## config.mk

```make
export PLATFORM = sky130hd
export DESIGN_NAME = mult16_seq_ctrl
export DESIGN_NICKNAME = d
export VERILOG_FILES = /design/src/rtl/mult_pkg.sv /design/src/rtl/multiplier_4_bit.sv /design/src/rtl/mult16_seq_ctrl.sv
export SDC_FILE = /design/constraint.sdc
export NUM_CORES = 1
export LEC_CHECK = 0
export CORE_ASPECT_RATIO = 0.5
export CORE_MARGIN = 3
export CORE_UTILIZATION = 45
export CTS_BUF_LIST = sky130_fd_sc_hd__clkbuf_2 sky130_fd_sc_hd__clkbuf_4 sky130_fd_sc_hd__clkbuf_8
export CTS_CLUSTER_DIAMETER = 150
export DETAILED_ROUTE_END_ITERATION = 12
export PLACE_DENSITY = 0.74
export SKIP_LAST_GASP = 1
export SYNTH_ARGS = -nofsm -noshare
export SYNTH_HDL_FRONTEND = slang
export SYNTH_SLANG_ARGS = --single-unit
```

## constraint.sdc

```tcl
create_clock -name clk -period 5.2 [get_ports clk]
set_input_delay 1.56 -clock clk [delete_from_list [all_inputs] [get_ports clk]]
set_output_delay 1.56 -clock clk [all_outputs]
set_load 0.01 [all_outputs]
```

## src/rtl/mult_pkg.sv

```systemverilog
// rtl/mult_pkg.sv - shared types and constants for the nibble-serial 16x16 multiplier
package mult_pkg;

    typedef enum logic [1:0] {
        IDLE  = 2'd0,
        RUN   = 2'd1,
        FLUSH = 2'd2,
        DONE  = 2'd3
    } state_e;

    localparam int NIBBLES = 4;
    localparam int PP_W    = 8;
    localparam int ACC_W   = 32;

    // Place an 8-bit partial product at its weight: idx[1:0] is the a nibble,
    // idx[3:2] the b nibble, so the shift is 4*(i+j) with a maximum of 24.
    function automatic logic [ACC_W-1:0] shift_pp(input logic [PP_W-1:0] pp,
                                                   input logic [3:0]      idx);
        logic [4:0] shamt;
        shamt = {1'b0, idx[1:0], 2'b00} + {1'b0, idx[3:2], 2'b00};
        return {{(ACC_W-PP_W){1'b0}}, pp} << shamt;
    endfunction

endpackage

```

## src/rtl/multiplier_4_bit.sv

```systemverilog
// rtl/multiplier_4_bit.sv - combinational 4x4 unsigned multiplier core
// Ports:
//   a_i [3:0]  multiplicand nibble
//   b_i [3:0]  multiplier nibble
//   p_o [7:0]  product a_i*b_i
module multiplier_4_bit (
    input  logic [3:0] a_i,
    input  logic [3:0] b_i,
    output logic [7:0] p_o
);

    assign p_o = {4'b0000, a_i} * {4'b0000, b_i};

endmodule

```

## src/rtl/mult16_seq_ctrl.sv

```systemverilog
// rtl/mult16_seq_ctrl.sv - 16x16 unsigned multiplier sequenced over one 4x4 core
// Ports:
//   clk        clock, rising edge
//   rst        asynchronous active-high reset
//   in_valid   operands a/b valid
//   in_ready   block can accept operands (IDLE only)
//   a, b       16-bit unsigned operands
//   out_valid  product p valid (DONE)
//   out_ready  consumer accepts p
//   p          32-bit product, held stable while out_valid && !out_ready
//   busy       high while partial products are being accumulated
// Parameter:
//   PP_REG     1 = register the core output before accumulation (+1 cycle)
module mult16_seq_ctrl
    import mult_pkg::*;
#(
    parameter int PP_REG = 0
) (
    input  logic        clk,
    input  logic        rst,
    input  logic        in_valid,
    output logic        in_ready,
    input  logic [15:0] a,
    input  logic [15:0] b,
    output logic        out_valid,
    input  logic        out_ready,
    output logic [31:0] p,
    output logic        busy
);

    state_e              state_q;
    logic [15:0]         a_q;
    logic [15:0]         b_q;
    logic [3:0]          cnt_q;
    logic [3:0]          cnt_dly_q;
    logic [PP_W-1:0]     pp_q;
    logic [ACC_W-1:0]    acc_q;
    logic [ACC_W-1:0]    p_q;
    logic                in_ready_q;
    logic                out_valid_q;
    logic                busy_q;

    logic [3:0]          a_nib;
    logic [3:0]          b_nib;
    logic [PP_W-1:0]     core_pp;
    logic [PP_W-1:0]     add_pp;
    logic [3:0]          add_idx;
    logic [ACC_W-1:0]    acc_d;

    // i = cnt[1:0] walks the a nibbles fastest, j = cnt[3:2] the b nibbles.
    assign a_nib = a_q[{cnt_q[1:0], 2'b00} +: 4];
    assign b_nib = b_q[{cnt_q[3:2], 2'b00} +: 4];

    multiplier_4_bit u_core (
        .a_i (a_nib),
        .b_i (b_nib),
        .p_o (core_pp)
    );

    // With the pp register the product being added belongs to the previous
    // count, so its weight comes from the delayed counter.
    assign add_pp  = (PP_REG != 0) ? pp_q      : core_pp;
    assign add_idx = (PP_REG != 0) ? cnt_dly_q : cnt_q;
    assign acc_d   = acc_q + shift_pp(add_pp, add_idx);

    always_ff @(posedge clk or posedge rst) begin
        if (rst) begin
            state_q     <= IDLE;
            a_q         <= '0;
            b_q         <= '0;
            cnt_q       <= '0;
            cnt_dly_q   <= '0;
            pp_q        <= '0;
            acc_q       <= '0;
            p_q         <= '0;
            in_ready_q  <= 1'b1;
            out_valid_q <= 1'b0;
            busy_q      <= 1'b0;
        end else begin
            case (state_q)
                IDLE: begin
                    if (in_valid && in_ready_q) begin
                        a_q        <= a;
                        b_q        <= b;
                        acc_q      <= '0;
                        cnt_q      <= '0;
                        cnt_dly_q  <= '0;
                        // Empty pp register makes the first RUN cycle add zero.
                        pp_q       <= '0;
                        in_ready_q <= 1'b0;
                        busy_q     <= 1'b1;
                        state_q    <= RUN;
                    end
                end
                RUN: begin
                    acc_q     <= acc_d;
                    cnt_q     <= cnt_q + 4'd1;
                    cnt_dly_q <= cnt_q;
                    pp_q      <= core_pp;
                    if (cnt_q == 4'hF) begin
                        if (PP_REG != 0) begin
                            state_q <= FLUSH;
                        end else begin
                            p_q         <= acc_d;
                            out_valid_q <= 1'b1;
                            busy_q      <= 1'b0;
                            state_q     <= DONE;
                        end
                    end
                end
                FLUSH: begin
                    acc_q       <= acc_d;
                    p_q         <= acc_d;
                    out_valid_q <= 1'b1;
                    busy_q      <= 1'b0;
                    state_q     <= DONE;
                end
                DONE: begin
                    // Operands offered in this cycle are left for the next IDLE cycle.
                    if (out_ready) begin
                        out_valid_q <= 1'b0;
                        in_ready_q  <= 1'b1;
                        state_q     <= IDLE;
                    end
                end
                default: begin
                    state_q <= IDLE;
                end
            endcase
        end
    end

    assign in_ready  = in_ready_q;
    assign out_valid = out_valid_q;
    assign p         = p_q;
    assign busy      = busy_q;

endmodule

```

==> results of run 1 <==
-- what timing repair did --
| item | in CTS | in global routing |
|---|---|---|
| endpoints found under the setup margin | 42 | 50 |
| setup buffers | 19 | 23 |
| hold buffers | 0 | 0 |
| pin swaps | 26 | 60 |
| gates cloned | 0 | 0 |
| gates resized for setup | 44 | 111 |
-- per-stage QoR --
step / setup TNS, ps / setup slack [ps] / instances / hold slack, ps
after floorplan: -476 / -202 / 714 / 454
after global placement: -8410 / -396 / 1059 / 463
after detailed placement: -13620 / -524 / 1059 / 470
after CTS: -7250 / -324 / 1094 / 492
after global routing: -16290 / -645 / 1115 / 512
final: -8310 / -491 / 1115 / 488
-- critical path, cell delays in order, from the launching register on --
cell      delay, ps
dfrtp_2         450
mux4_2          570
nand2_2         110
fa_1            410
inv_1            80
fa_1            450
ha_1            300
a21o_1          190
a221o_1         310
or3_4           370
a31oi_4         260
nor2_4           80
ha_4            320
nand2_1          90
nor2_1          150
a211oi_2        110
a2111o_1        530
a211o_1         380
and4_1          210
a211o_1         220
-- metal layers --
metal	vias to the layer above	track usage, %	wire (µm)
li1	2978	-	-
met1	3132	33.1	9500
met2	215	37.5	9450
met3	37	3.92	1210
met4	0	4.63	365
met5	-	0	0
-- cell type report --
type	count	area, µm²	area share [%]
clock buffers	9	124	1.28
repair buffers	225	1940	20.0
clock inverters	7	81.3	0.838
flip-flops and latches	105	2630	27.1
well taps	192	240	2.48
multi-input cells	559	4620	47.6
inverters	18	70.1	0.722
-- worst max path at each step --
stage	startpoint	end	slack (ps)	cells past startpoint
final	add_idx[2]	acc_q[30]	-490	19
after global routing	add_idx[2]	acc_q[30]	-640	22
after CTS	add_idx[2]	acc_q[29]	-320	19
after detailed placement	add_idx[0]	acc_q[30]	-520	19
after global placement	add_idx[0]	acc_q[27]	-400	21
after floorplan	add_idx[0]	acc_q[30]	-200	20
-- layout by cell type (no fill, tap or decap), drive strengths merged, types with 4 or more instances in the layout --
cell and count:
nor2b 5, nand2 99, a221oi 4, o211ai 8
clkbuf 9, a211o 4, a21oi 47, and3 4
xnor2 15, o21bai 4, o22ai 4, nand4 8
inv 22, dfrtp 104, or3 7, and2 18
o21a 5, o21ai 69, ha 50, nand3 19
nor2 48, fa 6, mux2 32, o31ai 7
xor2 11, mux4 8, a21o 14, or2 5
buf 155, nor3 14, clkdlybuf4s50 70
-- cell families after synthesis --
logic type      Yosys count  synth area share (%)
mux                      41                  8.13
buf+inv                  50                  2.77
compound gates          200                  19.7
fa+ha+maj                56                  11.0
simple gates            235                  15.9
xor+xnor                 27                  3.69
flops                   105                  38.8
-- registers in the layout, indices dropped and copies added, names as in the netlist --
name / cells
add_idx: 4
state_q: 2
in_ready: 1
b_q: 16
busy: 1
acc_q: 32
p: 32
out_valid: 1
a_q: 16
==> key figures, run 1 <==
Status
  • Outcome: finished, violations left
  • Violated checks: negative setup slack

Timing
  • Max Fclk: 0.176 GHz
  • Remaining max-slew budget at the tightest pin: 14.0%
  • Fin worst setup slack: -491 ps
  • Final setup violation count: 36
  • Transition at the pin with the smallest max-transition slack: 1290 ps
  • Fin crit share: 109%
  • Final Max Tran Viols: 0
  • Final critical path time including I/O delays and setup: 5690 ps
  • Number of failing hold endpoints at the final stage: 0
  • Setup Skew: 19.1 ps
  • Unrepaired setup endpoints after global routing: yes

Synth
  • Number of synthesized flops with an enable pin: 0
  • Fraction of synthesis flops using an asynchronous set or reset pin: 100%
  • Register bit total from synthesis: 105
  • Post-Syn Instances: 714
  • Most used DFF post-synth: dfrtp_1
  • Library cells used by synthesis: 67
  • Net Count, Synth: 806
  • Sequential-to-total area share from yosys stat: 38.8%
  • Fraction of synthesized cell area taken by the top area cell type: 38.4%
  • Area of the mapped netlist: 0.00677 mm²
  • Biggest area contributors in the synthesized netlist: dfrtp_1 38%, ha_1 9.2%, nand2_1 5.5%
  • Yosys warning count: 0
  • Most frequent cell after synthesis: dfrtp_1
  • Post-synthesis area per instance: 9.49 µm²
  • Cell type contributing the most total cell area after synthesis: dfrtp_1
  • Synth top cells by count: 104 x dfrtp_1, 99 x nand2_1, 63 x o21ai_0

Hold path
  • Path class of the lowest-slack min-delay path: reg2reg
  • Hold worst-path end: p[5]
  • Hold-critical path depth: 2
  • Launch instance of the worst min-delay path: p[5]

Route
  • Initial drt markers: 427
  • Final routed DRC violation total: 0
  • Post-DR wirelength/cell: 18.4 µm
  • Total via count in the routed design: 6362
  • Antenna violation net count after detailed routing: 0
  • Per-cell via count in the routed design: 5.71
  • First-pass DRT Iterations: 5
  • DRT Wirelength: 20500 µm

Place
  • Number of buffer cells added on primary ports: 70
  • DPL Wire Length: 14100 µm
  • Area post-placement: 0.00854 mm²
  • Routability Congestion: 0.946

Die
  • I/O pins: 71
  • Initial Utilization: 48.0%
  • Row count: 30
  • Core Area: 0.0141 mm²
  • Die area: 0.0166 mm²
  • Horiz. Die Dim: 179 µm
  • Chip Height: 92.8 µm

Final layout
  • Number of fill cells: 1059
  • Final core utilization: 68.8%
  • Final Instance Area: 0.00970 mm²
  • Fraction of final layout cells sized beyond drive strength 1: 35.5%
  • Count of nets after finishing: 1010
  • Antenna diodes: 0
  • Layout overhead on the synthesized area: 43.3%

Clock tree
  • TritonCTS buffer count: 9
  • Number of H-tree branching levels: 3
  • TritonCTS clock tree: built
  • Number of clock sinks seen by CTS: 105
  • Clock input transition at the sequential cells of the worst setup and hold paths: 120 ps
  • Maximum buffer depth of the clock tree: 2
  • Clk root buf: clkbuf_8
  • Clock latency on the worst-skew pair: 390 ps

Worst setup path
  • Reg2Reg Depth: 19
  • Required time of the worst setup path: 5490 ps
  • Critical path type: reg2reg
  • Kind of capture point of the worst setup path: flop
  • Reg-to-reg endpoint: acc_q[30]
  • Launch point of the worst reg-to-reg path: add_idx[2]
  • Nature of the critical path startpoint: flop
  • Register-to-register path setup slack: -490 ps
  • Arr. time, crit path: 5980 ps
  • Largest fanout on the critical path: 5

GRT
  • Overflow after GRT: 0
  • Maximum number of pins on one net before global-route repair: 64
  • Vias in the first global route: 6176
  • Total GRT Usage: 23.2%
  • Initial antenna violation count: 0
  • First-pass GRT wire length: 31700 µm

Run
  • Number of maximum-capacitance violations: 0
Power of run 1 is left out: the tool's default activity adds up to more than one toggle a clock period on the data nets, which glitch-free logic cannot reach.
==> inputs of run 2 (changes only) <==
--- a/config.mk
+++ b/config.mk
@@ -8,9 +8,9 @@
 export CORE_ASPECT_RATIO = 0.5
 export CORE_MARGIN = 3
 export CORE_UTILIZATION = 45
-export CTS_BUF_LIST = sky130_fd_sc_hd__clkbuf_2 sky130_fd_sc_hd__clkbuf_4 sky130_fd_sc_hd__clkbuf_8
 export CTS_CLUSTER_DIAMETER = 150
 export DETAILED_ROUTE_END_ITERATION = 12
+export GPL_ROUTABILITY_DRIVEN = 0
 export PLACE_DENSITY = 0.74
 export SKIP_LAST_GASP = 1
 export SYNTH_ARGS = -nofsm -noshare
==> run 2 against run 1 <==
Compared with the run above: the flow still finishes with violations (negative setup slack); hold slack worse by 6.1 ps; first-iteration DRC count is 51% higher; utilization is 0.55 points lower; die area stayed put; count of clock-buffer cells in the layout stayed put; clock skew is 8.5 ps lower; setup slack worse by 79 ps; non-clock buffer count is 7 lower; sequential share of layout area is 0.22 points higher; critical endpoint is now acc_q[31]; final cell count is 0.63% lower.
==> key figures, run 2 (synthesis gave the netlist of run 1 again) <==
Final layout
  • Layout overhead on the synthesized area: 42.1% (was 43.3%)
  • Leading cell types in the layout, fill and taps excluded: 137 x buf_4, 102 x dfrtp_1, 93 x nand2_1 (was 139 x buf_4, 102 x dfrtp_1, 91 x nand2_1)
  • Antenna diodes: 0 (unchanged)
  • Fraction of final layout cells sized beyond drive strength 1: 33.4% (was 35.5%)
  • Sequential Area: 0.00263 mm² (unchanged)
  • Number of fill cells: 1032 (was 1059)
  • Multi-input gate area in the final layout: 0.00450 mm² (was 0.00462 mm²)
  • Fin cells: 1108 (was 1115)
  • Most common cell after layout, fill and taps aside: buf_4 (unchanged)
  • Count of nets after finishing: 1003 (was 1010)

Place
  • DPL Wire Length: 13900 µm (was 14100 µm)
  • Number of buffer cells added on primary ports: 70 (unchanged)
  • Placed Cells incl. Taps: 1052 (was 1059)

Clock tree
  • Clk root buf: clkbuf_16 (was clkbuf_8)
  • Maximum buffer depth of the clock tree: 2 (unchanged)
  • TritonCTS clock tree: built (unchanged)
  • Number of clock sinks seen by CTS: 105 (unchanged)
  • CTS Hold Buffers Added: 0 (unchanged)
  • Number of H-tree branching levels: 3 (unchanged)
  • TritonCTS buffer count: 9 (unchanged)
  • Clock input transition at the sequential cells of the worst setup and hold paths: 80 ps (was 120 ps)
  • Clock latency on the worst-skew pair: 360 ps (was 390 ps)

GRT
  • Vias in the first global route: 6316 (was 6176)
  • Overflow after GRT: 0 (unchanged)
  • First-pass GRT wire length: 31900 µm (was 31700 µm)
  • Total GRT Usage: 23.4% (was 23.2%)
  • Initial antenna violation count: 0 (unchanged)
  • Maximum number of pins on one net before global-route repair: 64 (unchanged)

Route
  • Total via count in the routed design: 6581 (was 6362)
  • Wire length on met1: 9170 µm (was 9500 µm)
  • Final routed DRC violation total: 0 (unchanged)
  • Per-cell via count in the routed design: 5.94 (was 5.71)
  • First-pass DRT Iterations: 5 (unchanged)
  • DRT Wirelength: 21000 µm (was 20500 µm)
  • Highest Signal Layer: met4 (unchanged)
  • Initial drt markers: 644 (was 427)
  • Metal3 WL: 1570 µm (was 1210 µm)
  • Post-DR wirelength/cell: 19.0 µm (was 18.4 µm)
  • Routed wire length on met2: 9620 µm (was 9450 µm)
  • Antenna violation net count after detailed routing: 0 (unchanged)

Timing
  • Fin crit share: 111% (was 109%)
  • Fin worst setup slack: -570 ps (was -491 ps)
  • Number of failing hold endpoints at the final stage: 0 (unchanged)
  • Final critical path time including I/O delays and setup: 5770 ps (was 5690 ps)
  • Unrepaired setup endpoints after global routing: yes (unchanged)
  • Final setup violation count: 36 (unchanged)
  • Max Fclk: 0.173 GHz (was 0.176 GHz)
  • Total negative setup slack: -9500 ps (was -8310 ps)
  • Setup Skew: 10.6 ps (was 19.1 ps)
  • Transition at the pin with the smallest max-transition slack: 1160 ps (was 1290 ps)
  • Remaining max-slew budget at the tightest pin: 22.3% (was 14.0%)
  • Final Max Tran Viols: 0 (unchanged)

Worst setup path
  • Required time of the worst setup path: 5440 ps (was 5490 ps)
  • Kind of capture point of the worst setup path: flop (unchanged)
  • Nature of the critical path startpoint: flop (unchanged)
  • Arr. time, crit path: 6010 ps (was 5980 ps)
  • Critical path type: reg2reg (unchanged)
  • Largest fanout on the critical path: 5 (unchanged)

Status
  • Violated checks: negative setup slack (unchanged)
  • Outcome: finished, violations left (unchanged)

Die
  • Initial Utilization: 48.0% (unchanged)
  • Row count: 30 (unchanged)
  • Chip Height: 92.8 µm (unchanged)
  • Core Area: 0.0141 mm² (unchanged)
  • Horiz. Die Dim: 179 µm (unchanged)
  • I/O pins: 71 (unchanged)
  • Die area: 0.0166 mm² (unchanged)

Hold path
  • Path class of the lowest-slack min-delay path: reg2reg (unchanged)

Run
  • Number of maximum-capacitance violations: 0 (unchanged)
[run 2: changes by cell type in the layout (fill, tap and decap cells not counted), moves of 3 or more]
cell and change:
nor2_1 +3, o21ai_2 -3, clkbuf_16 +9, a21oi_2 +3
clkbuf_8 -9, a21oi_4 -3, buf_6 -4, o21ai_0 +5
[run 2: worst paths after layout]
kind,from,end,slack [ps],depth (start not counted)
min in group asynchronous,rst,p[28],1640,2
max in group asynchronous,rst,add_idx[2],2830,3
worst max register to register,add_idx[0],acc_q[31],-570,21
worst min-delay path,p[7],p[7],480,2
worst min register to register,p[7],p[7],480,2
worst max-delay path,add_idx[0],acc_q[31],-570,21
[run 2: layout make-up]
cell class	instances	share of cell area (%)
flip-flops and latches	105	27.3
repair buffers	218	19.3
clock buffers	9	2.34
multi-input cells	559	46.8
well taps	192	2.50
clock inverters	7	1.01
inverters	18	0.728
[run 2: worst max-delay path, stage by stage, from the launching register on]
cell	delay, ps
dfrtp_2	440
mux4_2	570
nand2_2	110
fa_1	420
inv_1	80
fa_1	440
ha_1	290
a21o_1	190
a221o_1	310
or3_4	350
a31oi_4	240
nor2_2	70
ha_4	310
buf_4	130
nand4_1	240
nor3_2	370
o221ai_2	170
o211a_1	320
buf_4	160
nor2_1	110
o41ai_1	70
a221o_1	250
[run 2: metal layers]
layer | up-vias | global-route usage [%]
met2 | 321 | 38.6
li1 | 2973 | -
met4 | 0 | 5.92
met1 | 3213 | 32.1
met5 | - | 0
met3 | 74 | 4.35
[run 2: repair_timing]
action | in CTS | in global routing
pin swaps | 53 | 48
endpoints found under the setup margin | 40 | 47
gates resized for setup | 67 | 60
buffers inserted | 21 | 19
[run 2: per-stage QoR]
step,hold slack (ps),util [%],worst slack (ps),cell area (µm²)
after detailed placement,469,60.1,-488,8480
after global placement,463,60.1,-346,8480
after floorplan,454,-,-202,6840
final,482,68.2,-570,9630
after global routing,505,68.2,-674,9630
after CTS,487,65.0,-312,9170
Power of run 2 is left out for the same reason.
==> inputs of run 3 (changes only) <==
--- a/config.mk
+++ b/config.mk
@@ -6,12 +6,11 @@
 export NUM_CORES = 1
 export LEC_CHECK = 0
 export CORE_ASPECT_RATIO = 0.5
-export CORE_MARGIN = 3
 export CORE_UTILIZATION = 45
 export CTS_CLUSTER_DIAMETER = 150
 export DETAILED_ROUTE_END_ITERATION = 12
 export GPL_ROUTABILITY_DRIVEN = 0
-export PLACE_DENSITY = 0.74
+export PLACE_DENSITY = 0.72
 export SKIP_LAST_GASP = 1
 export SYNTH_ARGS = -nofsm -noshare
 export SYNTH_HDL_FRONTEND = slang
==> constraint.sdc (replaced) <==
create_clock -name clk -period 6.7 [get_ports clk]
set_input_delay 2.01 -clock clk [delete_from_list [all_inputs] [get_ports clk]]
set_output_delay 2.01 -clock clk [all_outputs]
set_load 0.01 [all_outputs]
==> run 3 against run 2 <==
Compared with the run above: the run now ends clean; first-iteration DRC count decreased by 50%; hold slack worse by 5.6 ps; wire length is 23% lower; sequential cell count is the same; utilization is 13 points lower; global-route usage shrank 1.2 points; setup slack improved by 1100 ps; sequential share of layout area is 5.6 points higher; non-clock buffer count fell by 144; maximum frequency fell by 6.6%; critical endpoint is now acc_q[24]; largest cell class unchanged; highest routed layer unchanged.
==> key figures, run 3 (synthesis gave the netlist of run 1 again) <==
Status
  • Outcome: finished, final reports clean (was finished, violations left)

Place
  • DPL Wire Length: 12100 µm (was 13900 µm)
  • Pre-CTS setup slack: 570 ps (was -488 ps)
  • Number of buffer cells added on primary ports: 70 (unchanged)

Timing
  • Unrepaired setup endpoints after global routing: no (was yes)
  • Max Fclk: 0.162 GHz (was 0.173 GHz)
  • Final critical path time including I/O delays and setup: 6180 ps (was 5770 ps)
  • Fin worst setup slack: 520 ps (was -570 ps)
  • Setup Skew: 8.18 ps (was 10.6 ps)
  • Transition at the pin with the smallest max-transition slack: 1090 ps (was 1160 ps)
  • Final Max Tran Viols: 0 (unchanged)
  • Number of failing hold endpoints at the final stage: 0 (unchanged)
  • Total negative setup slack: 0 ps (was -9500 ps)
  • Final setup violation count: 0 (was 36)
  • Fin crit share: 92.2% (was 111%)
  • Remaining max-slew budget at the tightest pin: 27.0% (was 22.3%)

Clock tree
  • TritonCTS buffer count: 9 (unchanged)
  • Number of H-tree branching levels: 3 (unchanged)
  • Maximum buffer depth of the clock tree: 2 (unchanged)
  • Clock latency on the worst-skew pair: 360 ps (about the same)
  • Number of clock sinks seen by CTS: 105 (unchanged)
  • Clk root buf: clkbuf_16 (unchanged)
  • CTS Hold Buffers Added: 0 (unchanged)
  • Cts repair resizes: 0 (was 67)
  • Setup Buffers After CTS: 0 (was 21)
  • Clock input transition at the sequential cells of the worst setup and hold paths: 70 ps (was 80 ps)
  • TritonCTS clock tree: built (unchanged)

Final layout
  • Layout overhead on the synthesized area: 17.8% (was 42.1%)
  • Final core utilization: 54.7% (was 68.2%)
  • Antenna diodes: 0 (unchanged)
  • Count of nets after finishing: 859 (was 1003)
  • Leading cell types in the layout, fill and taps excluded: 104 x dfrtp_1, 98 x nand2_1, 70 x clkdlybuf4s50_1 (was 137 x buf_4, 102 x dfrtp_1, 93 x nand2_1)
  • Most common cell after layout, fill and taps aside: dfrtp_1 (was buf_4)
  • Fraction of final layout cells sized beyond drive strength 1: 10.5% (was 33.4%)

Die
  • Horiz. Die Dim: 175 µm (was 179 µm)
  • I/O pins: 71 (unchanged)
  • Chip Height: 88.8 µm (was 92.8 µm)
  • Die area: 0.0156 mm² (was 0.0166 mm²)
  • Row count: 31 (was 30)
  • Core Area: 0.0146 mm² (was 0.0141 mm²)
  • Initial Utilization: 46.4% (was 48.0%)

GRT
  • Overflow after GRT: 0 (unchanged)
  • Maximum number of pins on one net before global-route repair: 64 (unchanged)
  • Vias in the first global route: 5326 (was 6316)
  • Initial antenna violation count: 0 (unchanged)
  • Total GRT Usage: 22.2% (was 23.4%)
  • First-pass GRT wire length: 27100 µm (was 31900 µm)

Hold path
  • Hold-critical path depth: 2 (unchanged)
  • Path class of the lowest-slack min-delay path: reg2reg (unchanged)

Worst setup path
  • Largest fanout on the critical path: 9 (was 5)
  • Required time of the worst setup path: 6940 ps (was 5440 ps)
  • Reg2Reg Depth: 18 (was 21)
  • Kind of capture point of the worst setup path: flop (unchanged)
  • Register-to-register path setup slack: 520 ps (was -570 ps)
  • Nature of the critical path startpoint: flop (unchanged)
  • Critical path type: reg2reg (unchanged)
  • Arr. time, crit path: 6420 ps (was 6010 ps)

Route
  • Post-DR wirelength/cell: 16.8 µm (was 19.0 µm)
  • Per-cell via count in the routed design: 5.73 (was 5.94)
  • DRT Wirelength: 16300 µm (was 21000 µm)
  • Final routed DRC violation total: 0 (unchanged)
  • Initial drt markers: 323 (was 644)
  • Antenna violation net count after detailed routing: 0 (unchanged)
  • First-pass DRT Iterations: 4 (was 5)
  • Total via count in the routed design: 5559 (was 6581)

Run
  • Number of maximum-capacitance violations: 0 (unchanged)
## run 3: through the flow
stage	cell area [µm²]	hold slack (ps)	instances
after floorplan	6770	455	714
after global placement	7640	462	954
after detailed placement	7640	466	954
after CTS	7980	484	970
after global routing	7980	512	970
final	7980	477	970
## run 3: critical path, stage by stage, from the launching register on
cell and delay [ps]:
dfrtp_1 590, mux4_2 600, and2_1 200, fa_1 480
ha_1 310, ha_1 360, and3_1 200, a221o_1 320
or3_1 360, a31oi_4 300, nor2_1 90, ha_1 370
a21oi_1 220, a21oi_1 110, a211oi_2 460, a2111o_1 330
a21oi_1 160, or3_1 360, a32o_1 260
## run 3: per-layer routing
| layer | GRT usage [%] | wire length (µm) | up-vias | share of wire, % |
|---|---|---|---|---|
| met3 | 4.47 | 845 | 25 | 5.2 |
| met5 | 0 | 0 | - | 0 |
| met2 | 34.2 | 6950 | 147 | 43 |
| li1 | - | - | 2687 | - |
| met4 | 7.43 | 295 | 0 | 1.8 |
| met1 | 31.5 | 8210 | 2700 | 50 |
## run 3: area by class of cell
| type | instances | area [µm²] |
|---|---|---|
| inverters | 18 | 70.1 |
| well taps | 198 | 248 |
| repair buffers | 74 | 731 |
| fillers | 1329 | 6600 |
| clock inverters | 4 | 73.8 |
| clock buffers | 12 | 267 |
| flip-flops and latches | 105 | 2630 |
| multi-input cells | 559 | 3960 |
## run 3: final timing paths
check / startpoint / end
setup / recovery: add_idx[2] / acc_q[24]
hold / removal: p[0] / p[0]
setup reg to reg: add_idx[2] / acc_q[24]
hold reg to reg: p[0] / p[0]
max in group asynchronous: rst / acc_q[28]
min in group asynchronous: rst / acc_q[1]
Power of run 3 is left out for the same reason.
